File: config.mk
export PLATFORM = sky130hd
export DESIGN_NAME = mem_bus_arbiter
export DESIGN_NICKNAME = d
export VERILOG_FILES = /design/src/rtl/mem_bus_arbiter.sv
export SDC_FILE = /design/constraint.sdc
export NUM_CORES = 1
export LEC_CHECK = 0
export CAP_MARGIN = 20
export CORE_ASPECT_RATIO = 0.7
export CORE_MARGIN = 2
export CORE_UTILIZATION = 41
export CTS_CLUSTER_DIAMETER = 200
export DETAILED_ROUTE_END_ITERATION = 12
export HOLD_SLACK_MARGIN = 0.08
export PLACE_DENSITY_LB_ADDON = 0.08
export SLEW_MARGIN = 5
export SYNTH_ARGS = -nofsm -noshare
export SYNTH_HDL_FRONTEND = slang
export SYNTH_SLANG_ARGS = --single-unit
File: constraint.sdc
create_clock -name clk -period 1.9 [get_ports clk]
set_clock_uncertainty 0.1 [all_clocks]
set_input_delay 0.38 -clock clk [delete_from_list [all_inputs] [get_ports clk]]
set_output_delay 0.38 -clock clk [all_outputs]
set_load 0.02 [all_outputs]
File: src/rtl/mem_bus_arbiter.sv
// Serializes instruction-fetch and load/store requests onto one SRAM-like memory port (data wins).
// Optional transaction watchdog enabled by defining MEM_BUS_ARBITER_TIMEOUT_EN.
module mem_bus_arbiter #(
`ifdef MEM_BUS_ARBITER_TIMEOUT_EN
  parameter int unsigned TIMEOUT    = 255,
`endif
  parameter logic [31:0] RD_ERR_VAL = 32'hDEAD_BEEF
) (
  input  logic        clk,
  input  logic        rst,
  input  logic        if_req,
  input  logic [31:0] if_addr,
  output logic [31:0] if_rdata,
  output logic        if_done,
  input  logic        d_req,
  input  logic        d_wr,
  input  logic [3:0]  d_wstrb,
  input  logic [31:0] d_addr,
  input  logic [31:0] d_wdata,
  output logic [31:0] d_rdata,
  output logic        d_done,
  output logic        stall,
  output logic        mem_req,
  output logic        mem_wr,
  output logic [3:0]  mem_wstrb,
  output logic [31:0] mem_addr,
  output logic [31:0] mem_wdata,
  input  logic        mem_addr_ok,
  input  logic        mem_data_ok,
  input  logic [31:0] mem_rdata,
  output logic        err
);

  typedef enum logic [1:0] {IDLE, ADDR, DATA, DONE} state_t;
  typedef enum logic {OWN_IF, OWN_D} owner_t;

  state_t      state;
  owner_t      owner;
  logic        timeout_hit;
  logic        abort;
  logic        complete;
  logic [31:0] cap_val;

  assign stall = (if_req & ~if_done) | (d_req & ~d_done);

`ifdef MEM_BUS_ARBITER_TIMEOUT_EN
  localparam int CNT_W = ($clog2(TIMEOUT + 1) > 8) ? $clog2(TIMEOUT + 1) : 8;

  logic [CNT_W-1:0] tmo_cnt;

  // Fires on the edge that would take the count to TIMEOUT.
  assign timeout_hit = ((state == ADDR) || (state == DATA)) &&
                       (tmo_cnt == CNT_W'(TIMEOUT - 1));

  always_ff @(posedge clk) begin
    if (rst) begin
      tmo_cnt <= '0;
      err     <= 1'b0;
    end else begin
      if (state == IDLE) tmo_cnt <= '0;
      else if ((state == ADDR) || (state == DATA)) tmo_cnt <= tmo_cnt + CNT_W'(1);
      if (abort) err <= 1'b1;
    end
  end
`else
  assign timeout_hit = 1'b0;
  assign err         = 1'b0;
`endif

  always_comb begin
    // NOTE: every always_comb output gets a default first so no path leaves it unassigned (no latch).
    abort    = 1'b0;
    complete = 1'b0;
    cap_val  = mem_rdata;
    if ((state == DATA) && mem_data_ok) begin
      complete = 1'b1;
    end else if (timeout_hit) begin
      abort    = 1'b1;
      complete = 1'b1;
      cap_val  = RD_ERR_VAL;
    end
  end

  always_ff @(posedge clk) begin
    // NOTE: reset is synchronous and clears every register, including the rdata holding registers.
    if (rst) begin
      state     <= IDLE;
      owner     <= OWN_IF;
      mem_req   <= 1'b0;
      mem_wr    <= 1'b0;
      mem_wstrb <= '0;
      mem_addr  <= '0;
      mem_wdata <= '0;
      if_done   <= 1'b0;
      d_done    <= 1'b0;
      if_rdata  <= '0;
      d_rdata   <= '0;
    end else begin
      // NOTE: non-blocking assignments so all state updates see pre-edge values.
      if_done <= 1'b0;
      d_done  <= 1'b0;
      if (complete) begin
        state   <= DONE;
        mem_req <= 1'b0;
        if (owner == OWN_D) begin
          d_rdata <= cap_val;
          d_done  <= 1'b1;
        end else begin
          if_rdata <= cap_val;
          if_done  <= 1'b1;
        end
      end else begin
        unique case (state)
          IDLE: begin
            if (d_req) begin
              owner     <= OWN_D;
              mem_wr    <= d_wr;
              mem_wstrb <= d_wstrb;
              mem_addr  <= d_addr;
              mem_wdata <= d_wdata;
              mem_req   <= 1'b1;
              state     <= ADDR;
            end else if (if_req) begin
              owner     <= OWN_IF;
              mem_wr    <= 1'b0;
              mem_wstrb <= '0;
              mem_addr  <= if_addr;
              mem_req   <= 1'b1;
              state     <= ADDR;
            end
          end
          ADDR: begin
            if (mem_addr_ok) begin
              mem_req <= 1'b0;
              state   <= DATA;
            end
          end
          DATA: ;
          DONE: state <= IDLE;
          default: state <= IDLE;
        endcase
      end
    end
  end

endmodule
==> metrics list, run 1 <==
- Required @ worst endpoint: 1.42 ns
- Residual DRC: 0
- Leakage component of the power: 0.00378 uW
- The run finished with clean final reports.
- 0 antenna diodes ended up in the layout.
- The cell count after synthesis came out at 640.
- Of the cells placed in the final design, the portion with a size suffix greater than 1 is 12.8%.
* Class of the tightest hold or removal check: in2reg
- Derived from the worst setup path, the maximum achievable clock frequency is 535 MHz.
* Crit path DAT: 1.39 ns
- The synthesized design contains 139 register bits.
- Detailed Routing Iterations Pass 1: 4
* Proportion of synthesized area in mux cells: 5.56%
- TritonCTS built the clock tree.
- Area used by multi-input combinational logic: 0.00262 mm^2
- The die covers 0.0150 mm^2.
- Die X-Extent: 146 um
* Deepest clock path buffer count: 2
- CP top delay family: buffers and inverters
* Final worst-path cycle share: 98.3%
- Cell taking the most area after synthesis: sky130_fd_sc_hd__dfxtp_1
- Capture endpoint of the worst hold path: mem_wdata[24]
- Net Count, Synth: 784
- In this run the post-CTS setup repair buffer count came out at 0.
* Pin count of the biggest net entering global routing: 52
- Summing the areas of all and, or, nand and nor instances in the mapped netlist gives 14.6% of the synthesized area.
- The critical path goes through clkdlybuf4s50_1.
* First-pass GRT wire length: 28.2 mm
- Across all hold checks on the routed design, the worst slack comes to 0.280 ns.
- Post-route antenna net violation count: 0
- Area used by sequential logic in the layout: 0.00278 mm^2
* Number of buffers created by CTS: 17
- Relative to the synthesized area, the layout overhead comes to 62.8%.
- Of the total synthesized cell area, the portion taken by XOR and XNOR cells is 0%.
* Total of buffers placed on input and output ports: 275
- Setup repair after global routing left no endpoint under its margin.
- After detailed routing, the average wire length per cell comes to 16.6 um.
- Slew margin rel.: 66.6%
- Area share of the largest cell type after synthesis: 48.3%
- At the pin with the least slew margin, the transition time is 0.501 ns.
- The floorplan has 36 rows.
- Global-route track usage on met1: 27.3%
* Startpoint class of the critical path: flip-flop
- Filler-free cell count of the finished design: 1,096
* Min-Delay Startpoint: rst
* Global-route track usage on met3: 9.12%
* Power density over cell area: 1140 mW/mm^2
* CTS H-Tree Depth: 4
- Clock Root Buffer: sky130_fd_sc_hd__clkbuf_16
- The number of pins with negative max-slew slack in the final report came to 0.
- In this run the cell area of the synthesized design comes to 0.00576 mm^2.
* Setup slack, reg-to-reg: 0.14 ns
- In this run the cell area measured after placement is 0.00872 mm^2.
- The synthesized netlist contains 36 unique library cells.
* Count of final setup violators: 0
- GRT Residual Overflow: 0
- Cells fill 67.9% of the core in the end.
- For this run, the slowest stage of the critical path takes 0.63 ns.
- Detail Placement HPWL: 12.8 mm
- The number of global-route vias before repair is 5,521.
* GRT Resource Usage Total: 23.6%
- Number of antenna violations at the first check in global routing: 0
- Core area: 0.0138 mm^2
- First DRT Iteration DRCs: 302
- For this configuration, the core starts out at a cell density of 41.7%.
- Cell area after layout: 0.00938 mm^2
- Combinational family with the most area after synthesis: compound AO/OA/AOI/OAI gates
* Bufs and invs on worst path: 1
- Pin placement for this block handled 277 I/O pins.
* Worst R2R Start: state[0]
* Maximum fanout along the worst path: 2
- Crit Reg-Reg Endpoint: mem_wdata[11]
- The routed layout has 5,562 vias.
- Slowest CP cell: sky130_fd_sc_hd__clkdlybuf4s50_1
* Crit. End Element: output pin
- Number of instances in the placed design: 1,065
- Measured along the y axis, the die boundary spans 103 um.
- Measured in cells, the most critical reg-to-reg path has a length of 5.
* Post-cts hold buffer count: 0
- Peak supply drop: 0.000625 V
* Count of warnings emitted by yosys: 0
* FILL cells: 1,108
* DR vias/cell: 5.07
- Global-route layer with the greatest usage: met2
* Clock Pin Slew Worst Setup and Hold Paths: 0.06 ns
* Synth top area cells: sky130_fd_sc_hd__dfxtp_1, sky130_fd_sc_hd__a21oi_1, sky130_fd_sc_hd__nand2_1
* # clock sinks: 139
* Worst-Skew Late Latency: 0.41 ns
* Final Wtd Congestion: 0.804
* Total wire length: 18.2 mm
- Max-cap viol count: 0
- Number of nets at the end of the flow: 1,038
- Met2 global-route usage: 40.1%
- Adder and majority gate portion of the synthesized area: 1.09%
- Summing the areas of all compound-gate instances in the mapped netlist gives 24.2% of the synthesized area.
* Mean cell area of the mapped netlist: 9.00 um^2
- Along the worst hold path, the cell count comes to 2.
* Type of the worst setup path: reg2out
- Final number of hold-violating endpoints: 0
- Sequential elements use 48.3% of the synthesized area.
- Crit path time final: 1.87 ns
==> area by class of cell <==
| type | instances | area share (%) |
|---|---|---|
| Tap cell | 190 | 2.53 |
| Sequential cell | 139 | 29.7 |
| Clock inverter | 14 | 1.84 |
| Timing Repair Buffer | 295 | 33.3 |
| Multi-Input combinational cell | 437 | 28.0 |
| Clock buffer | 17 | 4.53 |
| Inverter | 4 | 0.160 |
==> Yosys cell counts <==
library cell                  n
sky130_fd_sc_hd__nand3_1     28
sky130_fd_sc_hd__o21a_4       1
sky130_fd_sc_hd__a21oi_2     10
sky130_fd_sc_hd__nand2_2      2
sky130_fd_sc_hd__nand3_2     10
sky130_fd_sc_hd__nand2_1    131
sky130_fd_sc_hd__a221oi_2     1
sky130_fd_sc_hd__clkbuf_4     3
sky130_fd_sc_hd__a2111oi_2    1
sky130_fd_sc_hd__mux2i_1     32
sky130_fd_sc_hd__o22ai_1      1
sky130_fd_sc_hd__nor2b_1      1
sky130_fd_sc_hd__a21oi_1    125
sky130_fd_sc_hd__o21ai_0      5
sky130_fd_sc_hd__buf_6        8
sky130_fd_sc_hd__inv_1        4
sky130_fd_sc_hd__buf_1        7
sky130_fd_sc_hd__nand3b_2     1
sky130_fd_sc_hd__nor2_4       1
sky130_fd_sc_hd__dfxtp_1    139
sky130_fd_sc_hd__and3b_1      1
sky130_fd_sc_hd__a211oi_1     2
sky130_fd_sc_hd__ha_1         5
sky130_fd_sc_hd__a22o_1       2
sky130_fd_sc_hd__and3_1       1
sky130_fd_sc_hd__o21ai_1     35
sky130_fd_sc_hd__and2_4       3
sky130_fd_sc_hd__nor3b_1      1
sky130_fd_sc_hd__conb_1       1
sky130_fd_sc_hd__clkbuf_1    13
sky130_fd_sc_hd__o21ai_2      1
sky130_fd_sc_hd__buf_2       25
sky130_fd_sc_hd__or3b_1       1
sky130_fd_sc_hd__a211oi_2    31
sky130_fd_sc_hd__nor2_1       3
sky130_fd_sc_hd__buf_4        4
==> layout by cell type, fill, tap and decap left out, types with 8 or more instances in the layout <==
cell,count
sky130_fd_sc_hd__a211oi_2,31
sky130_fd_sc_hd__buf_12,13
sky130_fd_sc_hd__dfxtp_1,139
sky130_fd_sc_hd__nand2_1,131
sky130_fd_sc_hd__a21oi_1,125
sky130_fd_sc_hd__nand3_2,10
sky130_fd_sc_hd__nand3_1,28
sky130_fd_sc_hd__a21oi_2,10
sky130_fd_sc_hd__dlymetal6s2s_1,28
sky130_fd_sc_hd__clkbuf_16,17
sky130_fd_sc_hd__buf_4,8
sky130_fd_sc_hd__mux2i_1,32
sky130_fd_sc_hd__clkdlybuf4s50_1,242
sky130_fd_sc_hd__o21ai_1,35
==> per-layer routing <==
metal  share of wire (%)  up-vias
met4                 2.0        0
met5                   0        -
li1                    -     2727
met3                 8.9       25
met1                  41     2594
met2                  48      216
==> power by group <==
| part | switching (uW) | internal [uW] |
|---|---|---|
| Combinational | 1990 | 1760 |
| Sequential | 236 | 3370 |
| Clock | 1290 | 2060 |
| Total | 3510 | 7190 |
==> kinds of logic after synthesis <==
logic type | Yosys count
buf+inv | 64
flops | 139
fa+ha+maj | 5
compound gates | 215
mux | 32
simple gates | 184
other cells | 1
==> worst max path at each step <==
stage / start / end / slack [ns] / depth (start not counted)
6_report: mem_addr[0] / mem_addr[0] / 0.03 / 1
5_1_grt: d_rdata[3] / d_rdata[3] / 0.0005 / 1
4_1_cts: mem_req / mem_req / 0.002 / 1
3_5_place_dp: if_req / stall / -0.31 / 4
3_3_place_gp: if_req / stall / -0.32 / 4
2_1_floorplan: state[0] / mem_addr[10] / 0.21 / 8
==> what timing repair did <==
item                       CTS  global route
resized for setup            5            28
hold endpoints to repair     0             0
setup endpoints to repair    3            28
==> registers in the layout, summed over array words and instances (netlist names) <==
| signal | count |
|---|---|
| d_done | 1 |
| mem_wr | 1 |
| state | 2 |
| mem_wstrb | 4 |
| if_rdata | 32 |
| mem_req | 1 |
| d_rdata | 32 |
| mem_addr | 32 |
| mem_wdata | 32 |
| owner | 1 |
| if_done | 1 |
==> metrics by stage <==
| stage | setup slack (ns) | power (uW) | TNS (ns) |
|---|---|---|---|
| 2_1_floorplan | 0.213 | 5820 | 0 |
| 3_3_place_gp | -0.319 | 7330 | -0.356 |
| 3_5_place_dp | -0.311 | 7460 | -0.416 |
| 4_1_cts | 0.00158 | 10800 | 0 |
| 5_1_grt | 0.000530 | 11200 | 0 |
| 6_report | 0.0321 | 10700 | 0 |
No activity file was read; power rests on OpenSTA's default activity.
==> inputs of run 2 (changes only) <==
Settings changed: CAP_MARGIN 20 to unset, CORE_MARGIN 2 to unset, SLEW_MARGIN 5 to unset.
==> metrics list, run 2 (synthesized netlist as in run 1, its figures left out) <==
- The starting utilization of the core area is 42.9% (+1.2 points).
* Number of antenna violations at the first check in global routing: 0 (unchanged)
- Full die area: 0.0145 mm^2 (-3.3%)
* Number of buffers created by CTS: 17 (unchanged)
* Overall via count from detail_route: 5,548 (-0.25%)
- # clock sinks: 139 (unchanged)
* GRT Residual Overflow: 0 (unchanged)
- The number of vias per cell after detailed routing is 5.08 (+0.11%).
- Maximum fanout along the worst path: 2 (unchanged)
- The most critical setup path has its endpoint at mem_addr[8].
- The cell row count came to 35 (-2.8%).
* Bufs and invs on worst path: 1 (unchanged)
* Die Y-Extent: 101 um (-1.9%)
* Startpoint class of the critical path: flip-flop
- Slowest CP cell: sky130_fd_sc_hd__clkdlybuf4s50_1
- The width of the chip came to 144 um (-1.4%).
- Detail Placement HPWL: 12.6 mm (-1.0%)
- Commonest non-fill, non-tap cell in the layout: sky130_fd_sc_hd__clkdlybuf4s50_1
- Post-cts hold buffer count: 0 (unchanged)
- Power density over cell area: 1130 mW/mm^2 (-0.65%)
- Post-DR wirelength/cell: 16.2 um (-2.3%)
- The count of max-cap constraint violations is 0 (unchanged).
- The share of the core filled with cells came to 69.8% (+2.0 points).
- The global-route wire length before repair is 27.6 mm (-2.1%).
- Post-route antenna net violation count: 0 (unchanged)
- The setup slack of the most critical reg-to-reg path came to 0.18 ns (+0.04 ns).
- Maximum single-stage delay on the critical path: 0.63 ns (about the same)
* Core area: 0.0134 mm^2 (-2.8%)
- Residual DRC: 0 (unchanged)
- The antenna cell count is 0 (unchanged).
- The total routed wirelength is 17.7 mm (-2.7%).
- The final net count is 1,039 (+0.096%).
* Crit Reg-Reg Endpoint: mem_addr[23]
- Type of the worst setup path: reg2out
* Final Wtd Congestion: 0.775 (-3.5%)
* Peak supply drop: 0.000733 V (+17%)
- The peak clock frequency supported by timing was 537 MHz (+0.31%).
* Cell area after layout: 0.00939 mm^2 (about the same)
- GRT Resource Usage Total: 24.3% (+0.76 points)
- The post-place instance area is 0.00873 mm^2 (+0.16%).
- CTS H-Tree Depth: 4 (unchanged)
* Number of slew-limit violations in the final report: 0 (unchanged)
- Required @ worst endpoint: 1.42 ns (about the same)
- STA classifies the critical path endpoint as an output pin.
* Deepest clock path buffer count: 2 (unchanged)
- Walking the worst path, the cells encountered are clkdlybuf4s50_1.
* Final number of hold-violating endpoints: 0 (unchanged)
- Cells resized by post-CTS repair: 5 (unchanged)
- Area Overhead vs Synth: 62.9% (about the same)
- The worst-case reg-to-reg path depth was 6 (+1).
- Detailed Routing Iterations Pass 1: 5 (+1)
* Clock Pin Slew Worst Setup and Hold Paths: 0.06 ns (about the same)
- The setup slack of the critical path after layout is 0.0378 ns (+0.00571 ns).
- The detailed router's first-iteration violation count was 180 (-40%).
- The path length in cells of the critical path came to 1 (unchanged).
- The number of setup buffers added after CTS came to 0 (unchanged).
- The proportion of layout cells with a drive suffix above 1 came to 12.9% (+0.096 points).
- Run status: finished, final reports clean
- Pin count of the biggest net entering global routing: 50 (-3.8%)
- The worst setup timing slack at the placement stage is -0.302 ns (+0.00925 ns).
* Crit path DAT: 1.38 ns (about the same)
- The number of top-level design ports was 277 (unchanged).
- Clock Root Buffer: sky130_fd_sc_hd__clkbuf_16
- Final worst-path cycle share: 98.0% (-0.30 points)
- Total of buffers placed on input and output ports: 275 (unchanged)
- The total leakage power came to 0.00380 uW (+0.51%).
- Crit path time final: 1.86 ns (-0.00571 ns)
- The kind of cell with the highest combined delay along the critical path is buffers and inverters.
- TritonCTS built the clock tree.
* Worst R2R Start: state[0]
* Commonest cells after routing, fill and taps aside: sky130_fd_sc_hd__clkdlybuf4s50_1, sky130_fd_sc_hd__dfxtp_1, sky130_fd_sc_hd__nand2_1
* Class of the tightest hold or removal check: in2reg
* Via count of the first global-routing pass: 5,543 (+0.40%)
- Launching instance or port of the critical path: mem_addr[8]
- The clock insertion delay at the later pin of the skew report is 0.40 ns (about the same).
* Count of final setup violators: 0 (unchanged)
## run 2: cell type report
cell class	instances	area [um^2]
fillers	1092	4060
repair buffers	296	3150
flip-flops and latches	139	2780
multi-input cells	437	2620
clock buffers	19	453
well taps	185	231
clock inverters	12	138
inverters	4	15.0
## run 2: report_power, final
group | internal (uW) | switching [uW] | total [uW]
Clock | 2010 | 1270 | 3290
Sequential | 3370 | 236 | 3610
Combinational | 1760 | 1990 | 3740
## run 2: metal layers
metal	track usage (%)	vias to the layer above	wire, um
met5	0	-	0
met2	42.3	200	8590
met3	9.55	26	1510
met1	27.2	2591	7220
met4	8.67	0	381
li1	-	2731	-
## run 2: worst min path at each step
stage | startpoint | to | slack [ns] | cells after the start
after global routing | rst | d_rdata[1] | 0.29 | 2
after global placement | if_rdata[23] | if_rdata[23] | 0.34 | 2
after floorplan | owner | owner | 0.38 | 2
after detailed placement | d_rdata[6] | d_rdata[6] | 0.35 | 2
final | rst | d_rdata[1] | 0.30 | 2
after CTS | rst | d_rdata[1] | 0.29 | 2
## run 2: through the flow
step | cells | hold slack [ns] | total power [uW] | TNS (ns)
after floorplan | 640 | 0.379 | 5820 | 0
after global placement | 1061 | 0.342 | 7320 | -0.348
after detailed placement | 1061 | 0.345 | 7450 | -0.355
after CTS | 1092 | 0.286 | 10800 | 0
after global routing | 1092 | 0.291 | 11100 | -0.00541
final | 1092 | 0.303 | 10600 | 0
==> inputs of run 3 (changes only) <==
Settings changed: CORE_UTILIZATION 41 to 37.
Clock period 1.9 ns to 1.7 ns, I/O delays scaled along.
==> metrics list, run 3 (synthesized netlist as in run 1, its figures left out) <==
* Crit path time final: 1.65 ns
- The starting utilization of the core area came to 38.5% (-4.3 points).
- # clock sinks: 139 (unchanged)
* FILL cells: 1,313 (+20%)
- Pin count of the biggest net entering global routing: 39 (-22%)
* Startpoint class of the critical path: input port
- First-pass GRT wire length: 27.9 mm (+0.83%)
- Commonest non-fill, non-tap cell in the layout: sky130_fd_sc_hd__dfxtp_1
- The required time of the worst setup path came to 1.26 ns (-0.16 ns).
- Residual DRC: 0 (unchanged)
- Peak supply drop: 0.000941 V (+28%)
- The total leakage power is 0.00399 uW (+5.1%).
* Core area: 0.0150 mm^2 (+11%)
* Capture endpoint of the worst hold path: if_done
- Based on the critical path, the design can be clocked at up to 606 MHz.
- Number of antenna violations at the first check in global routing: 1 (+1)
* Deepest clock path buffer count: 2 (unchanged)
* Final worst-path cycle share: 97.1%
- Detailed Routing Iterations Pass 1: 5 (unchanged)
- Maximum single-stage delay on the critical path: 0.48 ns (-0.15 ns)
- Count of final setup violators: 0 (unchanged)
- Total of buffers placed on input and output ports: 275 (unchanged)
- Clock Root Buffer: sky130_fd_sc_hd__clkbuf_16
* Die Y-Extent: 106 um (+5.2%)
* Post-DR wirelength/cell: 16.0 um (-1.0%)
- The number of H-tree levels came to 4 (unchanged).
- Via count of the first global-routing pass: 5,549 (+0.11%)
* Number of slew-limit violations in the final report: 0 (unchanged)
- The clock transition at the registers of the reported paths came to 0.06 ns (about the same).
- Relative to the synthesized area, the layout overhead comes to 62.6%.
* Final number of hold-violating endpoints: 0 (unchanged)
- The number of setup buffers added after CTS was 0 (unchanged).
- The number of vias per cell after detailed routing is 5.02 (-1.2%).
* Crit. End Element: output pin
* Total wire length: 17.8 mm (+0.49%)
- Run status: finished, final reports clean
- The overall routing resource usage was 22.1% (-2.2 points).
- Count of cells along the worst register-to-register path: 5 (-1)
- The width of the chip came to 151 um (+5.2%).
* Setup slack, reg-to-reg: 0.06 ns (-0.12 ns)
* Max-cap viol count: 0 (unchanged)
- For this design, the slowest cell found on the critical path is sky130_fd_sc_hd__clkdlybuf4s50_1.
- The number of top-level design ports is 277 (unchanged).
- Setup repair after global routing missed its margin: no
- The final cell count without fillers came to 1,109 (+1.6%).
- Worst-Skew Late Latency: 0.40 ns (about the same)
- Post-route antenna net violation count: 0 (unchanged)
- Power density over cell area: 1300 mW/mm^2 (+15%)
- The worst hold slack was 0.228 ns (-0.0746 ns).
* Number of instances in the placed design: 1,076 (+1.4%)
* Final Wtd Congestion: 0.801 (+3.3%)
- The proportion of layout cells with a drive suffix above 1 was 14.0% (+1.1 points).
* Type of the worst setup path: in2out
- The total overflow reported by the global router is 0 (unchanged).
- Worst R2R Start: state[0]
- The detailed-placement wirelength estimate came to 12.5 mm (-1.0%).
- Post-cts hold buffer count: 0 (unchanged)
- The final net count was 1,044 (+0.48%).
* Maximum fanout along the worst path: 2 (unchanged)
- The worst register-to-register path ends at state[0].
- Cells traversed along the worst timing path: clkdlybuf4s50_1 > inv_1 > o22ai_2 > buf_4
- Number of placement rows: 37 (+5.7%)
* CTS tree: done
- Class of the tightest hold or removal check: in2reg
- Cell depth of the worst hold path: 2 (unchanged)
* First DRT Iteration DRCs: 244 (+36%)
- The floorplan die area is 0.0161 mm^2 (+11%).
* Crit path DAT: 1.21 ns (-0.17 ns)
- Min-Delay Startpoint: rst
- The library cells used most frequently in the layout, excluding fill and tap cells, are sky130_fd_sc_hd__dfxtp_1, sky130_fd_sc_hd__clkdlybuf4s50_1, sky130_fd_sc_hd__dlygate4sd2_1.
- The clock buffer count from CTS was 17 (unchanged).
- Overall via count from detail_route: 5,568 (+0.36%)
- Cells resized by post-CTS repair: 143 (+138)
-- run 3: cell count changes in the layout (fill, tap and decap cells not counted), sizes merged, moves of 4 or more --
cell / previous run / this run
dlymetal6s2s: 28 / 0
bufinv: 2 / 6
buf: 23 / 29
dlygate4sd2: 2 / 136
clkdlybuf4s50: 242 / 136
-- run 3: critical path, delay by kind of cell --
family,cells,cell delay [ns]
buffers and inverters,3,0.70
AO/OA/AOI/OAI,1,0.17
-- run 3: layout make-up --
class | instances | area (um^2) | area share (%)
repair buffers | 301 | 3010 | 32.1
flip-flops and latches | 139 | 2780 | 29.7
multi-input cells | 437 | 2650 | 28.3
clock buffers | 18 | 429 | 4.58
well taps | 195 | 244 | 2.60
clock inverters | 14 | 240 | 2.56
inverters | 4 | 15.0 | 0.160
diodes | 1 | 2.50 | 0.0267
-- run 3: report_power, final --
| group | internal, uW | switching [uW] | total, uW |
|---|---|---|---|
| Clock | 2760 | 1450 | 4220 |
| Combinational | 1760 | 2230 | 4000 |
| Sequential | 3760 | 247 | 4010 |
| Total | 8290 | 3930 | 12200 |
-- run 3: per-stage QoR --
stage          setup TNS [ns]  total power (uW)  util (%)  setup WS (ns)  instance area, um^2
4_1_cts                     0             12300      62.5         0.0157                 9350
3_5_place_dp           -14.35              8420      59.1         -0.447                 8840
5_1_grt                     0             12800      62.7        0.00137                 9370
6_report                    0             12200      62.7         0.0491                 9370
2_1_floorplan               0              6500         -         0.0134                 5760
3_3_place_gp            -9.45              8290      59.1         -0.442                 8840
-- run 3: worst max path at each step --
stage	slack (ns)	endpoint	depth (start not counted)	start
after global placement	-0.44	stall	4	if_req
after global routing	0.001	stall	4	if_req
after floorplan	0.01	mem_addr[10]	8	state[0]
after detailed placement	-0.45	stall	4	if_req
after CTS	0.02	stall	4	if_req
final	0.05	stall	4	if_req
-- run 3: metal layers --
metal  wire [um]  global-route usage [%]  vias to the layer above
met5           0                       0                        -
met3        1710                    7.34                       21
met1        7170                    26.0                     2602
li1            -                       -                     2736
met4         304                    7.50                        0
met2        8600                    37.5                      209
